### src/rtl/ahblite_resp_mux_pkg.sv
// Shared encodings for the AHB-Lite data-phase response mux and its default slave.
package ahblite_resp_mux_pkg;

  localparam int NUM_SLV_DEF = 17;

  localparam logic [1:0] HT_IDLE   = 2'b00;
  localparam logic [1:0] HT_BUSY   = 2'b01;
  localparam logic [1:0] HT_NONSEQ = 2'b10;
  localparam logic [1:0] HT_SEQ    = 2'b11;

  localparam logic HRESP_OKAY  = 1'b0;
  localparam logic HRESP_ERROR = 1'b1;

  typedef enum logic [1:0] {
    ST_IDLE = 2'd0,
    ST_SLV  = 2'd1,
    ST_ERR1 = 2'd2,
    ST_ERR2 = 2'd3
  } st_e;

endpackage

### src/rtl/ahblite_default_slave.sv
// Default slave: answers every started transfer with the two-cycle AHB ERROR response.
module ahblite_default_slave
  import ahblite_resp_mux_pkg::*;
(
  input  logic gclk,
  input  logic grst_n,
  input  logic start,
  output logic hreadyout,
  output logic hresp
);

  st_e st;

  // ERR1 always runs into ERR2; a new error may be started from ERR2 (HREADY=1 there).
  always_ff @(posedge gclk or negedge grst_n) begin
    if (!grst_n) begin
      st <= ST_IDLE;
    end else if (st == ST_ERR1) begin
      st <= ST_ERR2;
    end else begin
      st <= start ? ST_ERR1 : ST_IDLE;
    end
  end

  assign hreadyout = (st != ST_ERR1);
  assign hresp     = (st == ST_ERR1 || st == ST_ERR2) ? HRESP_ERROR : HRESP_OKAY;

endmodule

### src/rtl/ahblite_resp_mux.sv
// AHB-Lite data-phase response mux: registers the decoder select and returns the
// selected slave's HRDATA/HREADY/HRESP, or a default-slave ERROR for bad addresses.
module ahblite_resp_mux
  import ahblite_resp_mux_pkg::*;
#(
  parameter int NUM_SLV = NUM_SLV_DEF,
  parameter int DW      = 32
) (
  input  logic                   HCLK,
  input  logic                   HRESETN,
  input  logic [NUM_SLV-1:0]     HSEL_DEC,
  input  logic                   ADDR_INVALID,
  input  logic [1:0]             HTRANS,
  input  logic [NUM_SLV*DW-1:0]  SLV_HRDATA,
  input  logic [NUM_SLV-1:0]     SLV_HREADYOUT,
  input  logic [NUM_SLV-1:0]     SLV_HRESP,
  output logic [NUM_SLV-1:0]     HSEL_S,
  output logic                   HREADY,
  output logic                   HRESP,
  output logic [DW-1:0]          HRDATA
);

  function automatic logic is_onehot(input logic [NUM_SLV-1:0] v);
    return ($countones(v) == 1);
  endfunction

  st_e               st;
  logic [NUM_SLV-1:0] sel_q;
  logic              addr_ok, valid_sel, ds_start, ds_rdy, ds_resp;
  logic [DW-1:0]     mux_data;
  logic              mux_rdy, mux_resp;

  assign HSEL_S    = HSEL_DEC & ~{NUM_SLV{ADDR_INVALID}};
  assign addr_ok   = HREADY & (HTRANS == HT_NONSEQ || HTRANS == HT_SEQ);
  assign valid_sel = is_onehot(HSEL_DEC) & ~ADDR_INVALID;
  assign ds_start  = addr_ok & ~valid_sel;

  ahblite_default_slave u_dflt (
    .gclk      (HCLK),
    .grst_n    (HRESETN),
    .start     (ds_start),
    .hreadyout (ds_rdy),
    .hresp     (ds_resp)
  );

  always_ff @(posedge HCLK or negedge HRESETN) begin
    if (!HRESETN) begin
      st    <= ST_IDLE;
      sel_q <= '0;
    end else if (st == ST_ERR1) begin
      st <= ST_ERR2;
    end else if (HREADY) begin
      if (addr_ok && valid_sel) begin
        st    <= ST_SLV;
        sel_q <= HSEL_DEC;
      end else if (addr_ok) begin
        st    <= ST_ERR1;
        sel_q <= '0;
      end else begin
        st    <= ST_IDLE;
        sel_q <= '0;
      end
    end
  end

  // AND-OR mux: unselected slots are masked by a 0 in sel_q, so X there cannot leak.
  always_comb begin
    mux_data = '0;
    mux_rdy  = 1'b0;
    mux_resp = 1'b0;
    for (int k = 0; k < NUM_SLV; k++) begin
      mux_data = mux_data | ({DW{sel_q[k]}} & SLV_HRDATA[k*DW +: DW]);
      mux_rdy  = mux_rdy  | (sel_q[k] & SLV_HREADYOUT[k]);
      mux_resp = mux_resp | (sel_q[k] & SLV_HRESP[k]);
    end
  end

  always_comb begin
    HREADY = 1'b1;
    HRESP  = HRESP_OKAY;
    HRDATA = '0;
    case (st)
      ST_SLV: begin
        HREADY = mux_rdy;
        HRESP  = mux_resp;
        HRDATA = mux_data;
      end
      ST_ERR1, ST_ERR2: begin
        HREADY = ds_rdy;
        HRESP  = ds_resp;
      end
      default: ;
    endcase
  end

endmodule
### config.mk
export PLATFORM = sky130hd
export DESIGN_NAME = ahblite_resp_mux
export DESIGN_NICKNAME = d
export VERILOG_FILES = /design/src/rtl/ahblite_resp_mux_pkg.sv /design/src/rtl/ahblite_default_slave.sv /design/src/rtl/ahblite_resp_mux.sv
export SDC_FILE = /design/constraint.sdc
export NUM_CORES = 1
export LEC_CHECK = 0
export CAP_MARGIN = 20
export CORE_AREA = 2 2 255 257
export DETAILED_ROUTE_END_ITERATION = 12
export DIE_AREA = 0 0 257 259
export DONT_BUFFER_PORTS = 1
export MAX_ROUTING_LAYER = met4
export PLACE_DENSITY = 0.3
export SETUP_SLACK_MARGIN = 0.5
export SLEW_MARGIN = 0
export SYNTH_ARGS = -nofsm -noshare
export SYNTH_HDL_FRONTEND = slang
export SYNTH_SLANG_ARGS = --single-unit
export TNS_END_PERCENT = 50
### constraint.sdc
create_clock -name HCLK -period 2 [get_ports HCLK]
set_input_delay 0.3 -clock HCLK [delete_from_list [all_inputs] [get_ports HCLK]]
set_output_delay 0.3 -clock HCLK [all_outputs]
set_load 0.01 [all_outputs]
==> implementation parameters, run 1 <==
Parameter                              Value

Run status
  Status    finished with violations
  Violations in the final reports    setup timing

Drt
  Number of vias per cell    4.55
  1st-iter DRT viols    a little over 1000
  DR WL/cell    roughly 36 um
  Drt pass-1 iters    7
  DR DRC count    0
  Routed WL    around 57000 um
  Total number of vias    7060
  Antenna Violating Nets Remaining    0

Layout
  Area growth from synthesis to layout    77.7%
  Share of the core filled with cells    0.127
  Post-layout nets    1292
  Finished Cell Area    8090 um2
  Post-layout instance count excluding filler cells    1550
  Layout cells sized above 1    0.466

Floorplanning
  Area of the core region    roughly 64000 um2
  Die area    between 60000 and 70000 um2
  Row count    93
  Die H    259 um
  Effective utilization at floorplan    0.0712
  Number of top-level pins    651
  Die width    257 um

CTS
  Number of sinks on the clock net    21
  Maximum root-to-sink buffer count    2
  Insertion delay to the later sink of the worst-skew pair    260 ps
  Root Buffer Master    sky130_fd_sc_hd__clkbuf_16
  CTS tree    yes
  Clock-pin slew reported for the worst setup and hold paths after clock tree synthesis    60 ps
  Number of levels the H-tree was split into    1
  Cts bufs inserted    3

Global routing
  Number of global-route vias before repair    between 7000 and 8000
  Initial antenna violation count    20
  Wire length of the first global-routing pass    70400 um
  Grt total ovfl    0
  Combined global-route utilization of all metal layers    0.163
  Maximum number of pins on one net before global-route repair    34

Synthesis
  Top cell type by total area after synthesis    sky130_fd_sc_hd__a22oi_1
  Synthesized netlist net count    1201
  Synthesis Warnings    0
  Ranking of synthesized cells by area    sky130_fd_sc_hd__a22oi_1 23%, sky130_fd_sc_hd__a221oi_1 13%, sky130_fd_sc_hd__dfrtp_1 12%
  Sequential fraction of the synthesis area    0.116
  Area share of the largest cell type after synthesis    0.229
  Number of enable-type register cells in the synthesized netlist    0
  Number of library cell types mapped by synthesis    32
  Avg Synthesized Cell Area    slightly below 8 um2
  Post-synthesis sequential element count    21
  Synthesized cell area    4550 um2
  Mapped Cells    approximately 590
  Count leader, synth    sky130_fd_sc_hd__a22oi_1
  Top cell types by occurrence after synthesis    139 x sky130_fd_sc_hd__a22oi_1, 65 x sky130_fd_sc_hd__a221oi_1, 62 x sky130_fd_sc_hd__clkbuf_1
  Primary flip-flop cell chosen by synthesis mapping    sky130_fd_sc_hd__dfrtp_1
  Synth async-reset ratio    1.00

STA
  Pin slew with the least headroom to its limit    between 500 and 600 ps
  Post-Route Skew    between 2 and 3 ps
  Setup-violating endpoint count in the final report    54
  Upper clock frequency limit    256 MHz
  RSZ-0062 raised after global routing    true
  Hold Fails Final Rpt    0
  Final Cycle Share    1.95
  Min Tclk post-route    3900 ps
  Fin worst setup slack    -1900 ps
  Worst slew margin relative to its limit    0.631
  Final count of pins violating max slew    0

Placed design
  Number of cells in the design after placement    1489
  Placer congestion estimate    approximately 0.97
  Count of buffers inserted at the top-level ports    0
  Total half-perimeter wirelength after legalization and detailed placement    46600 um
  Placement-stage cell area    6720 um2
  Setup slack at placement    -2290 ps

Power and ir drop
  Maximum vdd ir drop    0.268 mV
  Final Total Pwr    0.00162 W
  Static Leak    2.54 nW
  Power density cells    about 200 nW/um2

Worst setup path
  Nature of the critical path startpoint    input port
  Number of gates on the worst path with buffers counted    14
  Longest individual stage delay on the worst path    530 ps
  Cells along the critical path    fa_1 > inv_1 > fa_1 > inv_1 > fa_1 > inv_2 > fa_1 > fa_2 > fa_2 > nor2b_4 > and4_4 > buf_6 > nand3_1 > o2bb2ai_2
  Kind of end point of the critical path    flop
  Setup CP Type    input port to flop
  Number of cells on the worst reg-to-reg path    8
  Crit-path slowest cell    sky130_fd_sc_hd__fa_2
  Critical Path RT    2190 ps
  CP most frequent cell    sky130_fd_sc_hd__fa_1
  Largest fanout on the critical path    8
  Arrival time of data at the critical path endpoint    4090 ps
  Crit path buf inv count    4
  Cell family contributing the most delay on the critical path    adder cells

Flow run
  Max_cap viols    0

Hold path
  Path category of the worst min-delay check    input port to flop
  Hold Crit Depth    2
-- cell type report --
type                    instances  area, um2
diodes                         19       47.5
clock buffers                   4       78.8
fillers                      7328      55800
inverters                      23       86.3
multi-input cells             462       4380
flip-flops and latches         21        559
well taps                     855       1070
repair buffers                166       1860
-- kinds of logic after synthesis --
logic type,count (synthesis),synth area share
AOI/OAI and AO/OA,326,0.593
adders and majority gates,15,0.0594
buffers and inverters,103,0.0916
DFF,21,0.116
and+or+nand+nor,121,0.141
-- registers in the layout, summed over array words and instances (netlist names) --
| name | flops |
|---|---|
| st | 2 |
| u_dflt.st | 2 |
| sel_q | 17 |
-- stage by stage --
step           setup TNS [ps]  hold WS [ps]
2_1_floorplan          -40640          4.41
3_3_place_gp           -46960          5.69
3_5_place_dp           -47010          5.37
4_1_cts                -46130           157
5_1_grt                -50160           163
6_report               -45600           154
-- layer usage --
| metal | up-vias | global-route usage | part of all wire |
|---|---|---|---|
| met3 | 132 | 0.0599 | 0.12 |
| met2 | 756 | 0.259 | 0.46 |
| li1 | 2723 | - | - |
| met4 | 0 | 0.0740 | 0.053 |
| met5 | - | - | 0 |
| met1 | 3449 | 0.181 | 0.36 |
-- final timing paths --
check | end | from | slack [ps]
worst max-delay path | sel_q[4] | HSEL_DEC[11] | -1900
worst min-delay path | sel_q[7] | HSEL_DEC[7] | 150
worst max register to register | sel_q[11] | sel_q[11] | -110
worst min register to register | u_dflt.st[1] | u_dflt.st[0] | 570
max in group asynchronous | sel_q[8] | HRESETN | 1270
min in group asynchronous | sel_q[14] | HRESETN | 310
-- placed cells by master, fill, tap and decap left out, types with 4 or more instances in the layout --
cell                        synthesis  routed
sky130_fd_sc_hd__dfrtp_4            0       5
sky130_fd_sc_hd__buf_12             0      35
sky130_fd_sc_hd__ha_1               4       4
sky130_fd_sc_hd__a31oi_2            0       9
sky130_fd_sc_hd__a22o_1            33      29
sky130_fd_sc_hd__buf_4              2      97
sky130_fd_sc_hd__nor2b_1           10       9
sky130_fd_sc_hd__o2bb2ai_1          7       4
sky130_fd_sc_hd__a222oi_1          33      33
sky130_fd_sc_hd__diode_2            0      19
sky130_fd_sc_hd__a22oi_1          139     118
sky130_fd_sc_hd__a22oi_2            2      23
sky130_fd_sc_hd__and3_4             0       9
sky130_fd_sc_hd__dfrtp_2            0      12
sky130_fd_sc_hd__a221oi_2           0      35
sky130_fd_sc_hd__and3_1            32      23
sky130_fd_sc_hd__inv_1             23      20
sky130_fd_sc_hd__buf_6              1      22
sky130_fd_sc_hd__nor2_1            11       9
sky130_fd_sc_hd__o2bb2ai_2         10      13
sky130_fd_sc_hd__a31oi_1           32      16
sky130_fd_sc_hd__a221oi_4           0       7
sky130_fd_sc_hd__buf_8              0      10
sky130_fd_sc_hd__a221oi_1          65      23
sky130_fd_sc_hd__nand2_1           40      37
sky130_fd_sc_hd__nand3_1           19      16
sky130_fd_sc_hd__dfrtp_1           21       4
sky130_fd_sc_hd__a31oi_4            0       7
sky130_fd_sc_hd__fa_1              11       9
-- power breakdown --
part	total [W]	switching [W]	internal, W
Clock	0.000447	0.000174	0.000273
Sequential	0.000424	0	0.000424
Combinational	0.000745	0.000343	0.000403
Total	0.00162	0.000517	0.00110
-- repair_timing --
action                                  4_1_cts  5_1_grt
setup buffers                                23       12
cloned                                        1        0
gates resized for setup                     100       62
endpoints found under the hold margin        21        0
hold buffers                                  1        0
pin swaps                                    30       26
endpoints found under the setup margin       54       54
No activity file was read; power rests on OpenSTA's default activity.
==> inputs of run 2 (changes only) <==
--- a/config.mk
+++ b/config.mk
@@ -10,6 +10,7 @@
 export DETAILED_ROUTE_END_ITERATION = 12
 export DIE_AREA = 0 0 257 259
 export DONT_BUFFER_PORTS = 1
+export GPL_TIMING_DRIVEN = 0
 export MAX_ROUTING_LAYER = met4
 export PLACE_DENSITY = 0.3
 export SETUP_SLACK_MARGIN = 0.5
==> run 2 against run 1 <==
  * The flow still finishes with violations (setup timing)
  * Worst setup slack lost 180 ps
  * Sequential share of layout area is 0.62 points lower
  * Register-to-register slack gained 50 ps
  * Largest power group unchanged
  * Critical path type unchanged
  * Core utilization is 0.40 points higher
  * Flip-flop and latch count unchanged
  * Highest routed layer unchanged
  * Via count is 3.6% higher
  * Power decreased by 4.0%
  * Clock skew is 3.8 ps higher
  * Maximum frequency shrank 4.5%
  * Global-route usage rose by 4.8 points
  * Non-clock buffer count is 26 lower
==> implementation parameters, run 2 (synthesized netlist as in run 1, its figures left out) <==
Parameter                              Value

Worst setup path
  Cell family contributing the most delay on the critical path    adder cells
  Crit path buf inv count    5
  Largest fanout on the critical path    5
  Crit-path slowest cell    sky130_fd_sc_hd__fa_1
  Setup CP Type    input port to flop
  Critical Path RT    2190 ps
  Arrival time of data at the critical path endpoint    4280 ps
  Cells along the critical path    fa_1 > inv_2 > fa_1 > inv_2 > fa_1 > inv_1 > fa_1 > fa_2 > fa_2 > nor2b_4 > and4_1 > buf_6 > clkbuf_8 > nand3_1 > o2bb2ai_2
  Kind of end point of the critical path    flop
  Longest individual stage delay on the worst path    550 ps
  Nature of the critical path startpoint    input port
  CP most frequent cell    sky130_fd_sc_hd__fa_1

STA
  Min Tclk post-route    4090 ps
  Hold Fails Final Rpt    0
  Pin slew with the least headroom to its limit    856 ps
  Post-Route Skew    about 6.6 ps
  RSZ-0062 raised after global routing    true
  Worst slew margin relative to its limit    0.429
  Final Cycle Share    2.04
  Setup-violating endpoint count in the final report    54
  Final count of pins violating max slew    0
  Upper clock frequency limit    245 MHz
  Fin worst setup slack    -2090 ps

Drt
  Drt pass-1 iters    7
  DR WL/cell    47.8 um
  Routed WL    72600 um
  Antenna Violating Nets Remaining    0
  1st-iter DRT viols    1003
  Total number of vias    7313
  DR DRC count    0
  Number of vias per cell    4.81

Floorplanning
  Die area    66600 um2
  Row count    between 90 and 100
  Die width    257 um
  Die H    between 200 and 300 um
  Area of the core region    63900 um2
  Number of top-level pins    651
  Effective utilization at floorplan    0.0712

Run status
  Status    finished with violations
  Violations in the final reports    setup timing

Layout
  Leading registers by flop count    sel_q: 17 flops, st: 2 flops, u_dflt.st: 2 flops
  Multi-input combinational cell area    4520 um2
  Most frequent standard cell in the layout excluding fill and tap cells    sky130_fd_sc_hd__a22oi_1
  Sequential standard cell area    about 530 um2
  Commonest cells after routing, fill and taps aside    118 x sky130_fd_sc_hd__a22oi_1, 33 x sky130_fd_sc_hd__buf_4, 33 x sky130_fd_sc_hd__a222oi_1
  Post-layout nets    1266
  Area growth from synthesis to layout    83.3%
  Share of the core filled with cells    0.131
  Register with the highest flop count    sel_q
  Fillers    7290
  Layout cells sized above 1    0.425
  Max FFs per register    17

Hold path
  Path category of the worst min-delay check    input port to flop

CTS
  Clock-pin slew reported for the worst setup and hold paths after clock tree synthesis    60 ps
  Root Buffer Master    sky130_fd_sc_hd__clkbuf_16
  Insertion delay to the later sink of the worst-skew pair    260 ps
  Number of levels the H-tree was split into    1
  CTS tree    yes
  Maximum root-to-sink buffer count    2
  Cts bufs inserted    3
  Number of sinks on the clock net    21

Power and ir drop
  Net switching share of the total power    0.332
  Register share of total power    0.274
  Internal cell power    just over 0.001 W
  Maximum vdd ir drop    0.308 mV
  Share of total power in the clock network    0.282
  Static Leak    approximately 2.5 nW
  Switching power    0.000515 W
  Power density cells    ~190 nW/um2
  Final Total Pwr    0.00155 W
  Gate power share    0.445

Placed design
  Setup slack at placement    -2530 ps
  Total half-perimeter wirelength after legalization and detailed placement    between 50000 and 60000 um
  Placer congestion estimate    slightly below 0.9
  Count of buffers inserted at the top-level ports    0

Global routing
  Combined global-route utilization of all metal layers    0.210
  Grt total ovfl    0
  Number of global-route vias before repair    7131
  Initial antenna violation count    19
  Wire length of the first global-routing pass    86600 um
  Maximum number of pins on one net before global-route repair    22

Flow run
  Max_cap viols    0
[run 2: path summary, 6_finish.rpt]
check	startpoint	to	slack, ps	cells past startpoint
setup / recovery	HSEL_DEC[11]	sel_q[9]	-2090	15
hold / removal	HSEL_DEC[3]	sel_q[3]	160	2
setup reg to reg	sel_q[15]	sel_q[9]	-60	9
hold reg to reg	u_dflt.st[0]	u_dflt.st[1]	590	2
max in group asynchronous	HRESETN	sel_q[13]	1370	2
min in group asynchronous	HRESETN	sel_q[3]	490	2
[run 2: cell type report]
| class | count | area share |
|---|---|---|
| clock inverter | 1 | 0.000600 |
| inverter | 23 | 0.0113 |
| tap | 855 | 0.128 |
| antenna | 15 | 0.00450 |
| clock buffer | 3 | 0.00900 |
| timing repair buffer | 60 | 0.0861 |
| sequential | 21 | 0.0630 |
| multi-input combinational | 462 | 0.541 |
| buffer | 80 | 0.156 |
[run 2: metrics by stage]
stage	TNS (ps)	cells	cell area, um2	hold slack, ps
3_3_place_gp	-91290	1441	5900	6.13
3_5_place_dp	-76190	1450	6060	6.27
6_report	-48870	1520	8340	160
2_1_floorplan	-40640	586	4830	4.41
4_1_cts	-51590	1483	7650	161
5_1_grt	-53310	1519	8340	158
[run 2: per-layer routing]
layer  wire length (um)  vias to the layer above  track usage
li1                   -                     2676            -
met1              28800                     3696        0.248
met2              33300                      777        0.330
met3               6890                      164       0.0611
met4               3650                        0       0.0959
met5                  0                        -            -
[run 2: what timing repair did]
action / 4_1_cts / 5_1_grt
cloned: 2 / 0
hold buffers: 2 / 0
setup endpoints to repair: 54 / 54
endpoints found under the hold margin: 21 / 0
pin swaps: 59 / 45
resized for setup: 238 / 88
setup buffers: 25 / 22
[run 2: worst reg2reg max path, cell delays in order (launching register included)]
cell	delay [ps]
sky130_fd_sc_hd__dfrtp_1	390
sky130_fd_sc_hd__buf_12	150
sky130_fd_sc_hd__buf_4	150
sky130_fd_sc_hd__a22oi_2	170
sky130_fd_sc_hd__nand4b_4	130
sky130_fd_sc_hd__nor4_4	340
sky130_fd_sc_hd__nand2b_1	150
sky130_fd_sc_hd__buf_4	200
sky130_fd_sc_hd__buf_6	200
sky130_fd_sc_hd__o2bb2ai_2	120
[run 2: power groups by stage]
stage / sequential, W / clock [W] / combinational, W
3_3_place_gp: 0.000433 / 0 / 0.000530
4_1_cts: 0.000425 / 0.000447 / 0.000628
2_1_floorplan: 0.000433 / 0 / 0.000405
5_1_grt: 0.000425 / 0.000456 / 0.000759
6_report: 0.000425 / 0.000437 / 0.000690
3_5_place_dp: 0.000433 / 0 / 0.000533
==> inputs of run 3 (changes only) <==
--- a/config.mk
+++ b/config.mk
@@ -13,8 +13,8 @@
 export GPL_TIMING_DRIVEN = 0
 export MAX_ROUTING_LAYER = met4
 export PLACE_DENSITY = 0.3
+export REMOVE_ABC_BUFFERS = 1
 export SETUP_SLACK_MARGIN = 0.5
-export SLEW_MARGIN = 0
 export SYNTH_ARGS = -nofsm -noshare
 export SYNTH_HDL_FRONTEND = slang
 export SYNTH_SLANG_ARGS = --single-unit
==> run 3 against run 2 <==
  * The run still ends with setup timing left
  * Critical path type unchanged
  * Via count fell by 8.4%
  * Routed wire length fell by 31%
  * Hold slack better by 17 ps
  * Sequential power hardly changed
  * Non-clock buffer count fell by 64
  * Clock skew decreased by 3.9 ps
  * Power rose by 3.6%
  * Cell count is 4.5% lower
  * Sequential share of layout area is 1.7 points higher
  * Design area down 12%
  * Global-route usage down 7.7 points
==> implementation parameters, run 3 (synthesized netlist as in run 1, its figures left out) <==
Parameter                              Value

Floorplanning
  Row count    just over 90
  Effective utilization at floorplan    0.0712
  Die area    roughly 67000 um2
  Die width    257 um
  Number of top-level pins    651
  Die H    259 um
  Area of the core region    63900 um2

Placed design
  Placer congestion estimate    0.854
  Total half-perimeter wirelength after legalization and detailed placement    between 30000 and 40000 um
  Count of buffers inserted at the top-level ports    0
  Number of cells in the design after placement    roughly 1400
  Placement-stage cell area    5710 um2
  Setup slack at placement    -2760 ps

STA
  Sum of negative setup slack    -45890 ps
  Final Cycle Share    2.01
  Hold Fails Final Rpt    0
  Worst slew margin relative to its limit    0.350
  Setup-violating endpoint count in the final report    54
  Final count of pins violating max slew    0
  Pin slew with the least headroom to its limit    974 ps
  Min Tclk post-route    4020 ps
  Upper clock frequency limit    around 250 MHz
  Fin worst setup slack    -2020 ps
  Smallest hold slack    around 180 ps
  RSZ-0062 raised after global routing    true
  Post-Route Skew    2.74 ps

Run status
  Status    finished with violations
  Violations in the final reports    setup timing

Power and ir drop
  Net switching share of the total power    0.354
  Static Leak    approximately 2.1 nW
  Internal cell power    between 0.001 and 0.0015 W
  Maximum vdd ir drop    between 0.3 and 0.4 mV
  Share of total power in the clock network    0.267
  Gate power share    0.469
  Power density cells    220 nW/um2
  Register share of total power    0.264
  Switching power    0.000570 W

Global routing
  Initial antenna violation count    16
  Wire length of the first global-routing pass    roughly 59000 um
  Grt total ovfl    0
  Number of global-route vias before repair    6506
  Maximum number of pins on one net before global-route repair    25
  Combined global-route utilization of all metal layers    0.134

Layout
  Fillers    7293
  Post-layout nets    1205
  Area growth from synthesis to layout    61.0%
  Finished Cell Area    7330 um2
  Commonest cells after routing, fill and taps aside    126 x sky130_fd_sc_hd__a22oi_1, 34 x sky130_fd_sc_hd__nand2_1, 33 x sky130_fd_sc_hd__a222oi_1, 31 x sky130_fd_sc_hd__a221oi_2, 31 x sky130_fd_sc_hd__buf_4
  Post-layout instance count excluding filler cells    roughly 1500
  Register with the highest flop count    sel_q
  Layout cells sized above 1    0.368
  Max FFs per register    17
  Most frequent standard cell in the layout excluding fill and tap cells    sky130_fd_sc_hd__a22oi_1
  Leading registers by flop count    sel_q: 17 flops, st: 2 flops, u_dflt.st: 2 flops

Worst setup path
  Critical Path RT    between 2000 and 2500 ps
  Nature of the critical path startpoint    input port
  Largest fanout on the critical path    5
  Arrival time of data at the critical path endpoint    ~4200 ps
  Kind of end point of the critical path    flop
  Cells along the critical path    fa_1 > inv_1 > fa_1 > inv_1 > fa_1 > inv_2 > fa_1 > fa_2 > fa_2 > o31ai_4 > and4_4 > nand3_1 > o2bb2ai_2
  Setup CP Type    input port to flop
  Crit-path slowest cell    sky130_fd_sc_hd__fa_1
  CP most frequent cell    sky130_fd_sc_hd__fa_1
  Longest individual stage delay on the worst path    540 ps

CTS
  Insertion delay to the later sink of the worst-skew pair    260 ps
  Cts bufs inserted    3
  Clock-pin slew reported for the worst setup and hold paths after clock tree synthesis    60 ps
  Number of sinks on the clock net    21
  Number of levels the H-tree was split into    1
  Root Buffer Master    sky130_fd_sc_hd__clkbuf_16
  Maximum root-to-sink buffer count    2
  CTS tree    yes

Drt
  Number of vias per cell    4.61
  Routed WL    50500 um
  Antenna Violating Nets Remaining    0
  DR WL/cell    between 30 and 40 um
  1st-iter DRT viols    about 820
  Total number of vias    around 6700
  DR DRC count    0
  Drt pass-1 iters    8

Flow run
  Max_cap viols    0

Hold path
  Path category of the worst min-delay check    input port to flop
run 3: cell count changes in the layout (fill, tap and decap cells not counted), moves of 7 or more:
cell and delta:
sky130_fd_sc_hd__dfrtp_4 +17, sky130_fd_sc_hd__buf_12 +9, sky130_fd_sc_hd__clkbuf_8 -21, sky130_fd_sc_hd__a22oi_2 -8, sky130_fd_sc_hd__clkbuf_4 -7, sky130_fd_sc_hd__clkbuf_16 -14, sky130_fd_sc_hd__nand3_1 +10, sky130_fd_sc_hd__buf_8 -14
sky130_fd_sc_hd__dfrtp_1 -17, sky130_fd_sc_hd__diode_2 -7, sky130_fd_sc_hd__a22oi_1 +8, sky130_fd_sc_hd__a221oi_2 +11
run 3: area by class of cell:
class                   instances  area, um2  area share
inverters                      23       86.3      0.0118
multi-input cells             465       4390       0.600
flip-flops and latches         21        589      0.0804
repair buffers                 76       1090       0.149
well taps                     855       1070       0.146
clock buffers                   4       78.8      0.0108
diodes                          8       20.0     0.00273
run 3: path summary, 6_finish.rpt:
check                      cells past startpoint  slack [ps]          from           end
max in group asynchronous                      1        1020       HRESETN      sel_q[9]
min in group asynchronous                      1         270       HRESETN      sel_q[4]
min reg2reg                                    2         550  u_dflt.st[1]  u_dflt.st[1]
max                                           13       -2020  HSEL_DEC[11]      sel_q[1]
max reg2reg                                    7        -640      sel_q[6]         st[0]
min                                            2         180   HSEL_DEC[6]      sel_q[6]
run 3: power groups by stage:
stage | clock, W | sequential (W) | combinational, W
floorplan | 0 | 0.000433 | 0.000333
global placement | 0 | 0.000433 | 0.000431
detailed placement | 0 | 0.000433 | 0.000435
CTS | 0.000434 | 0.000424 | 0.000678
global route | 0.000457 | 0.000424 | 0.000822
finish | 0.000430 | 0.000424 | 0.000754
run 3: critical path, delay by kind of cell:
| kind | cells | cell delay (ps) |
|---|---|---|
| simple gates | 2 | 470 |
| buf+inv | 3 | 150 |
| fa+ha+maj | 6 | 2790 |
| compound gates | 2 | 490 |
run 3: per-stage QoR:
stage	utilization	total power [W]
after global placement	0.0828	0.000864
final	0.115	0.00161
after detailed placement	0.0894	0.000868
after floorplan	-	0.000766
after CTS	0.0986	0.00154
after global routing	0.115	0.00170
run 3: layer usage:
| layer | global-route usage | share of wire | vias to the layer above |
|---|---|---|---|
| met5 | - | 0 | - |
| li1 | - | - | 2545 |
| met4 | 0.0443 | 0.035 | 0 |
| met3 | 0.0536 | 0.13 | 106 |
| met2 | 0.217 | 0.47 | 749 |
| met1 | 0.149 | 0.37 | 3299 |
run 3: timing repair:
item                                    4_1_cts  5_1_grt
endpoints found under the setup margin       54       71
resized for setup                            75      103
gates cloned                                  3        6
hold buffers                                  1        0
pin swaps                                    36       47
buffers inserted                             15       34
hold endpoints to repair                     21        0
